===== src/rtl/clk_sched_pkg.sv =====
// Shared types and constants for the clock-enable scheduler.
package clk_sched_pkg;

  localparam int unsigned DIV_W = 32;
  localparam logic [DIV_W-1:0] DEFAULT_DIV = 32'd25_000_000;

  typedef enum logic [1:0] {
    MODE_HALT = 2'b00,
    MODE_RUN  = 2'b01,
    MODE_STEP = 2'b10
  } mode_t;

  typedef struct packed {
    logic [DIV_W-1:0] div;
    mode_t            mode;
  } cfg_t;

  // Map the raw 2-bit request onto a mode; the unused code 11 means HALT.
  function automatic mode_t decode_mode(input logic [1:0] raw);
    mode_t m;
    case (raw)
      2'b01:   m = MODE_RUN;
      2'b10:   m = MODE_STEP;
      default: m = MODE_HALT;
    endcase
    return m;
  endfunction

endpackage


===== src/rtl/clk_en_sched_edge_rise.sv =====
// One-bit rising-edge detector with a registered history bit.
// rise is high in the cycle where d is 1 and was 0 on the previous cycle.
module edge_rise (
  input  logic clk,
  input  logic n_rst,
  input  logic d,
  output logic rise
);

  logic hist_q;
  logic hist_d;

  // Next history is simply the current input level.
  always_comb begin
    hist_d = d;
  end

  // History register, cleared on reset so a level high at release counts as an edge.
  always_ff @(posedge clk or negedge n_rst) begin
    if (!n_rst) begin
      hist_q <= 1'b0;
    end else begin
      hist_q <= hist_d;
    end
  end

  assign rise = d & ~hist_q;

endmodule


===== src/rtl/clk_en_sched.sv =====
// Clock-enable scheduler: issues a one-cycle tick in RUN (every div cycles),
// STEP (one per step-button rising edge) or HALT (never). New settings arrive
// through a one-entry config slot and take effect only at a period boundary.
module clk_en_sched #(
  parameter int unsigned       CNT_W       = 32,
  parameter logic [CNT_W-1:0]  DEFAULT_DIV = CNT_W'(clk_sched_pkg::DEFAULT_DIV),
  parameter int unsigned       TCNT_W      = 16
) (
  input  logic              clk,
  input  logic              n_rst,
  input  logic              cfg_valid,
  output logic              cfg_ready,
  input  logic [CNT_W-1:0]  cfg_div,
  input  logic [1:0]        cfg_mode,
  input  logic              step,
  output logic              tick,
  output logic [1:0]        mode,
  output logic [CNT_W-1:0]  div_active,
  output logic [TCNT_W-1:0] tick_count
);

  import clk_sched_pkg::*;

  mode_t             mode_q,       mode_d;
  logic [CNT_W-1:0]  div_q,        div_d;
  logic [CNT_W-1:0]  cnt_q,        cnt_d;
  logic              tick_q,       tick_d;
  logic [TCNT_W-1:0] tcnt_q,       tcnt_d;
  cfg_t              pend_q,       pend_d;
  logic              pend_valid_q, pend_valid_d;

  logic              step_rise_s;
  logic              accept_s;
  logic              boundary_s;
  logic              apply_s;
  logic [CNT_W-1:0]  req_div_s;

  edge_rise u_step_edge (
    .clk   (clk),
    .n_rst (n_rst),
    .d     (step),
    .rise  (step_rise_s)
  );

  assign accept_s  = cfg_valid & ~pend_valid_q;
  // A zero divide value would never reach a boundary; run it as divide-by-1.
  assign req_div_s = (cfg_div == {CNT_W{1'b0}}) ? {{(CNT_W-1){1'b0}}, 1'b1} : cfg_div;

  // Next-state logic: period counter, tick generation, config slot and apply point.
  always_comb begin
    mode_d       = mode_q;
    div_d        = div_q;
    cnt_d        = cnt_q;
    tick_d       = 1'b0;
    pend_d       = pend_q;
    pend_valid_d = pend_valid_q;
    boundary_s   = 1'b0;
    apply_s      = 1'b0;

    case (mode_q)
      MODE_RUN: begin
        // >= rather than == so a counter left above a newly shrunk div still ends the period.
        boundary_s = (cnt_q >= (div_q - {{(CNT_W-1){1'b0}}, 1'b1}));
        if (boundary_s) begin
          tick_d = 1'b1;
          cnt_d  = {CNT_W{1'b0}};
        end else begin
          cnt_d  = cnt_q + {{(CNT_W-1){1'b0}}, 1'b1};
        end
      end
      MODE_STEP: begin
        tick_d = step_rise_s;
        cnt_d  = {CNT_W{1'b0}};
      end
      default: begin
        cnt_d  = {CNT_W{1'b0}};
      end
    endcase

    // RUN only switches at the end of a period; other modes switch right away.
    apply_s = pend_valid_q & ((mode_q != MODE_RUN) | boundary_s);

    if (apply_s) begin
      mode_d       = pend_q.mode;
      div_d        = CNT_W'(pend_q.div);
      cnt_d        = {CNT_W{1'b0}};
      pend_valid_d = 1'b0;
    end else if (accept_s) begin
      pend_d.div   = DIV_W'(req_div_s);
      pend_d.mode  = decode_mode(cfg_mode);
      pend_valid_d = 1'b1;
    end else begin
      pend_valid_d = pend_valid_q;
    end

    // Count the tick in the same cycle it is presented on the output.
    tcnt_d = tcnt_q + {{(TCNT_W-1){1'b0}}, tick_d};
  end

  // State registers; reset drops any pending config and returns to HALT.
  always_ff @(posedge clk or negedge n_rst) begin
    if (!n_rst) begin
      mode_q       <= MODE_HALT;
      div_q        <= DEFAULT_DIV;
      cnt_q        <= {CNT_W{1'b0}};
      tick_q       <= 1'b0;
      tcnt_q       <= {TCNT_W{1'b0}};
      pend_q       <= '0;
      pend_valid_q <= 1'b0;
    end else begin
      mode_q       <= mode_d;
      div_q        <= div_d;
      cnt_q        <= cnt_d;
      tick_q       <= tick_d;
      tcnt_q       <= tcnt_d;
      pend_q       <= pend_d;
      pend_valid_q <= pend_valid_d;
    end
  end

  assign tick       = tick_q;
  assign mode       = mode_q;
  assign div_active = div_q;
  assign tick_count = tcnt_q;
  assign cfg_ready  = ~pend_valid_q;

endmodule


===== config.mk =====
export PLATFORM = sky130hd
export DESIGN_NAME = clk_en_sched
export DESIGN_NICKNAME = d
export VERILOG_FILES = /design/src/rtl/clk_sched_pkg.sv /design/src/rtl/clk_en_sched_edge_rise.sv /design/src/rtl/clk_en_sched.sv
export SDC_FILE = /design/constraint.sdc
export NUM_CORES = 1
export LEC_CHECK = 0
export CAP_MARGIN = 20
export CORE_AREA = 2 2 101 123
export DETAILED_ROUTE_END_ITERATION = 16
export DIE_AREA = 0 0 103 125
export PLACE_DENSITY_LB_ADDON = 0.12
export SLEW_MARGIN = 20
export SYNTH_ARGS = -nofsm -noshare
export SYNTH_HDL_FRONTEND = slang
export SYNTH_SLANG_ARGS = --single-unit

===== constraint.sdc =====
create_clock -name clk -period 6.24 [get_ports clk]
set_clock_uncertainty 0.1 [all_clocks]
set_input_delay 1.872 -clock clk [delete_from_list [all_inputs] [get_ports clk]]
set_output_delay 1.872 -clock clk [all_outputs]
set_load 0.01 [all_outputs]

==> impl_metrics.csv <==
group,metric,value,unit
clock_tree,root_buffer,"clkbuf_16",
floorplan,start_util,0.534,
power,power,3.31,mW
sta,setup_ws,1.02,ns
critical_path,crit_family,"simple AND/OR/NAND/NOR gates",
global_route,grt_usage,0.235,
route,wirelength,14000,µm
clock_tree,cts_made_buffers,17,
cells_and_area,final_cell_mix,"107 x dfrtp_1, 88 x clkdlybuf4s50_1, 52 x nor2_1",
critical_path,cp_max_fo,6,
synth,syn_inst,541,
status,outcome,"finished, final reports clean",
cells_and_area,final_common_cell,"dfrtp_1",
critical_path,startpoint_type,"flip-flop",
placement,dp_hpwl,10200,µm
synth,synth_mux_area_frac,0.134,
global_route,grt_pass1_wl,23300,µm
power,ir_drop,0.231,mV
power,power.leakage,3.40,nW
synth,yosysTopAreaCellShare,0.425,
placement,port_buffers,89,
synth,synth-edff-count,0,
sta,hold_viol,0,
clock_tree,ctsHoldBuffers,0,
clock_tree,clock_path_buffers,2,
synth,synth_top_family_by_area,"simple AND/OR/NAND/NOR gates",
route,drt_pre_antenna_iters,5,
critical_path,end_kind,"flip-flop",
synth,synthSimpleGateAreaFrac,0.155,
cells_and_area,syn2layout_area_growth,25.6,%
clock_tree,cts_tree,"built",
global_route,antenna_found_initial,0,
synth,synth_fa_ha_area_frac,0.0755,
route,vias,4461,
clock_tree,clk-insertion-delay-late,0.42,ns
synth,ys_types,46,
cells_and_area,fin_cells,813,
synth,avgSynthCellArea,11.6,µm²
critical_path,path_buf_inv,0,
floorplan,design.core.area,11800,µm²
critical_path,cp_cell_sequence,"or4_1 -> nor3_1 -> and3b_1 -> nand2_1 -> nor4_1 -> xnor2_1 -> ha_1 -> nand4_1 -> or4_4 -> a211oi_2 -> o31ai_1 -> a31o_2 -> a21oi_1 -> ha_1 -> ha_1 -> and3_1 -> nor2b_1 -> xor2_1",
hold_path,hp-class,"reg2reg",
route,drc,0,
route,vias_per_cell,5.49,
synth,ys_warn_count,0,
cells_and_area,drive_above_1_share,0.187,
sta,max_freq,0.191,GHz
floorplan,die_width,103,µm
route,drt_iter0_drc,148,
floorplan,die-area,12900,µm²
critical_path,crit_required,6.48,ns
clock_tree,cts_setup_buffers,0,
sta,drv_slew,0,
synth,netlist_area,6300,µm²
sta,rsz0062_at_grt,"no",
synth,synth-xor-area-share,0.103,
cells_and_area,stdcell_area,7910,µm²
global_route,overflow,0,
cells_and_area,final_nets,715,
critical_path,cp_slowest_cell,"or4_4",
global_route,grt_pass1_vias,4695,
placement,pre_cts_ws,1.03,ns
critical_path,path_class,"reg2reg",
clock_tree,clk_pin_slew,0.06,ns
power,p_per_area,419,nW/µm²
floorplan,rows,44,
critical_path,path_common_cell,"ha_1",
cells_and_area,antenna_cells,0,
synth,synth_area_leaders,"dfrtp_1 43%, ha_1 7.6%, mux2_4 7.2%",
synth,synthFlopType,"dfrtp_1",
route,wl_per_cell,17.2,µm
sta,post-route-min-period,5.22,ns
synth,synth_top_area_cell,"dfrtp_1",
clock_tree,cts_max_level,4,
sta,worstMarginPinSlew,1.05,ns
clock_tree,cts.sinks,119,
critical_path,arrival,5.46,ns
synth,ys_async_sr_fraction,1.00,
synth,synth-compound-area-share,0.0336,
route,drtAntennaViolNets,0,
clock_tree,post_cts_resized,0,
floorplan,ioPinCount,90,
critical_path,cpPeakStageDelay,0.55,ns
job,drv_cap,0,
placement,placed_cell_area,7300,µm²
synth,ys_seq_area_frac,0.475,
sta,setup_viol,0,
sta,finalSetupTns,0,ns
synth,syn_nets,617,
placement,post-place-cells,781,
sta,fin_crit_sh,0.837,
placement,gp_congestion,0.863,
global_route,grt_max_degree,79,
floorplan,die-height,125,µm
synth,synth.ff_latch_count,119,
sta,maxSlewHeadroom,0.297,
-- final timing paths --
kind | slack [ns] | cells after the start | start | to
hold reg to reg | 0.38 | 1 | tick_count[15] | tick_count[15]
setup reg to reg | 1.02 | 18 | div_active[9] | tick_count[14]
hold / removal | 0.38 | 1 | tick_count[15] | tick_count[15]
min in group asynchronous | 1.50 | 1 | n_rst | cnt_q[10]
max in group asynchronous | 3.38 | 2 | n_rst | div_active[19]
setup / recovery | 1.02 | 18 | div_active[9] | tick_count[14]
-- cells by family after synthesis --
| kind of cell | after synthesis |
|---|---|
| DFF | 119 |
| xor gates and xnor gates | 74 |
| AOI/OAI and AO/OA | 33 |
| buffers and inverters | 24 |
| muxes | 65 |
| and+or+nand+nor | 188 |
| adders and majority gates | 38 |
-- state kept, by name (all words and copies together), names as in the netlist --
register	cells
tick_count	16
tick	1
pend_valid_q	1
pend_q	34
u_step_edge.hist_q	1
div_active	32
mode	2
cnt_q	32
-- metal layers --
metal	vias to the layer above	GRT usage	share of wire	wire, µm
li1	2126	-	-	-
met1	2222	0.296	0.43	6080
met2	91	0.375	0.50	6960
met3	22	0.0760	0.049	682
met4	0	0.0898	0.021	289
met5	-	0	0	0
-- where the power goes --
part           switching (mW)  leakage (nW)  internal (mW)
registers               0.248          1.48           1.01
clock network           0.363         0.282          0.612
logic                   0.440          1.63          0.643
-- cell usage after synthesis, types with 2 or more instances --
library cell	count
mux2_4	30
a21oi_1	12
dfstp_2	12
xor2_1	33
a2111oi_0	2
and3_1	10
nor2_1	52
ha_1	38
mux2_2	35
and3b_1	2
and4_1	4
xnor2_1	41
clkbuf_1	8
o21ai_0	7
nand2_1	35
and3_2	2
nor3_1	10
dfrtp_1	107
and2_1	4
a21o_1	3
nand2b_1	4
nand4_1	16
or3_1	2
or4_1	4
nand3b_1	3
inv_1	11
nand4b_1	2
nand3_1	14
buf_12	3
nor2b_1	4
o21a_1	2
nor4_1	15
-- worst reg2reg max path, delay by kind of cell (launching register included) --
family | cells | cell delay [ns]
AO/OA/AOI/OAI | 4 | 0.82
XOR/XNOR | 2 | 0.27
adder cells (fa/ha/maj) | 3 | 0.80
flip-flops | 1 | 0.44
AND/OR/NAND/NOR | 9 | 2.71
-- stage by stage --
stage / util / hold WS [ns]
floorplan: - / 0.346
detailed placement: 0.620 / 0.367
CTS: 0.671 / 0.383
global route: 0.671 / 0.404
finish: 0.671 / 0.378
global placement: 0.620 / 0.360
-- cell type report --
class / instances / area [µm²]
flip-flops and latches: 119 / 2990
repair buffers: 92 / 911
clock buffers: 19 / 453
clock inverters: 13 / 148
well taps: 161 / 201
fillers: 938 / 3880
multi-input cells: 398 / 3160
inverters: 11 / 41.3
Note: power is estimated with default switching activity, not from simulation.
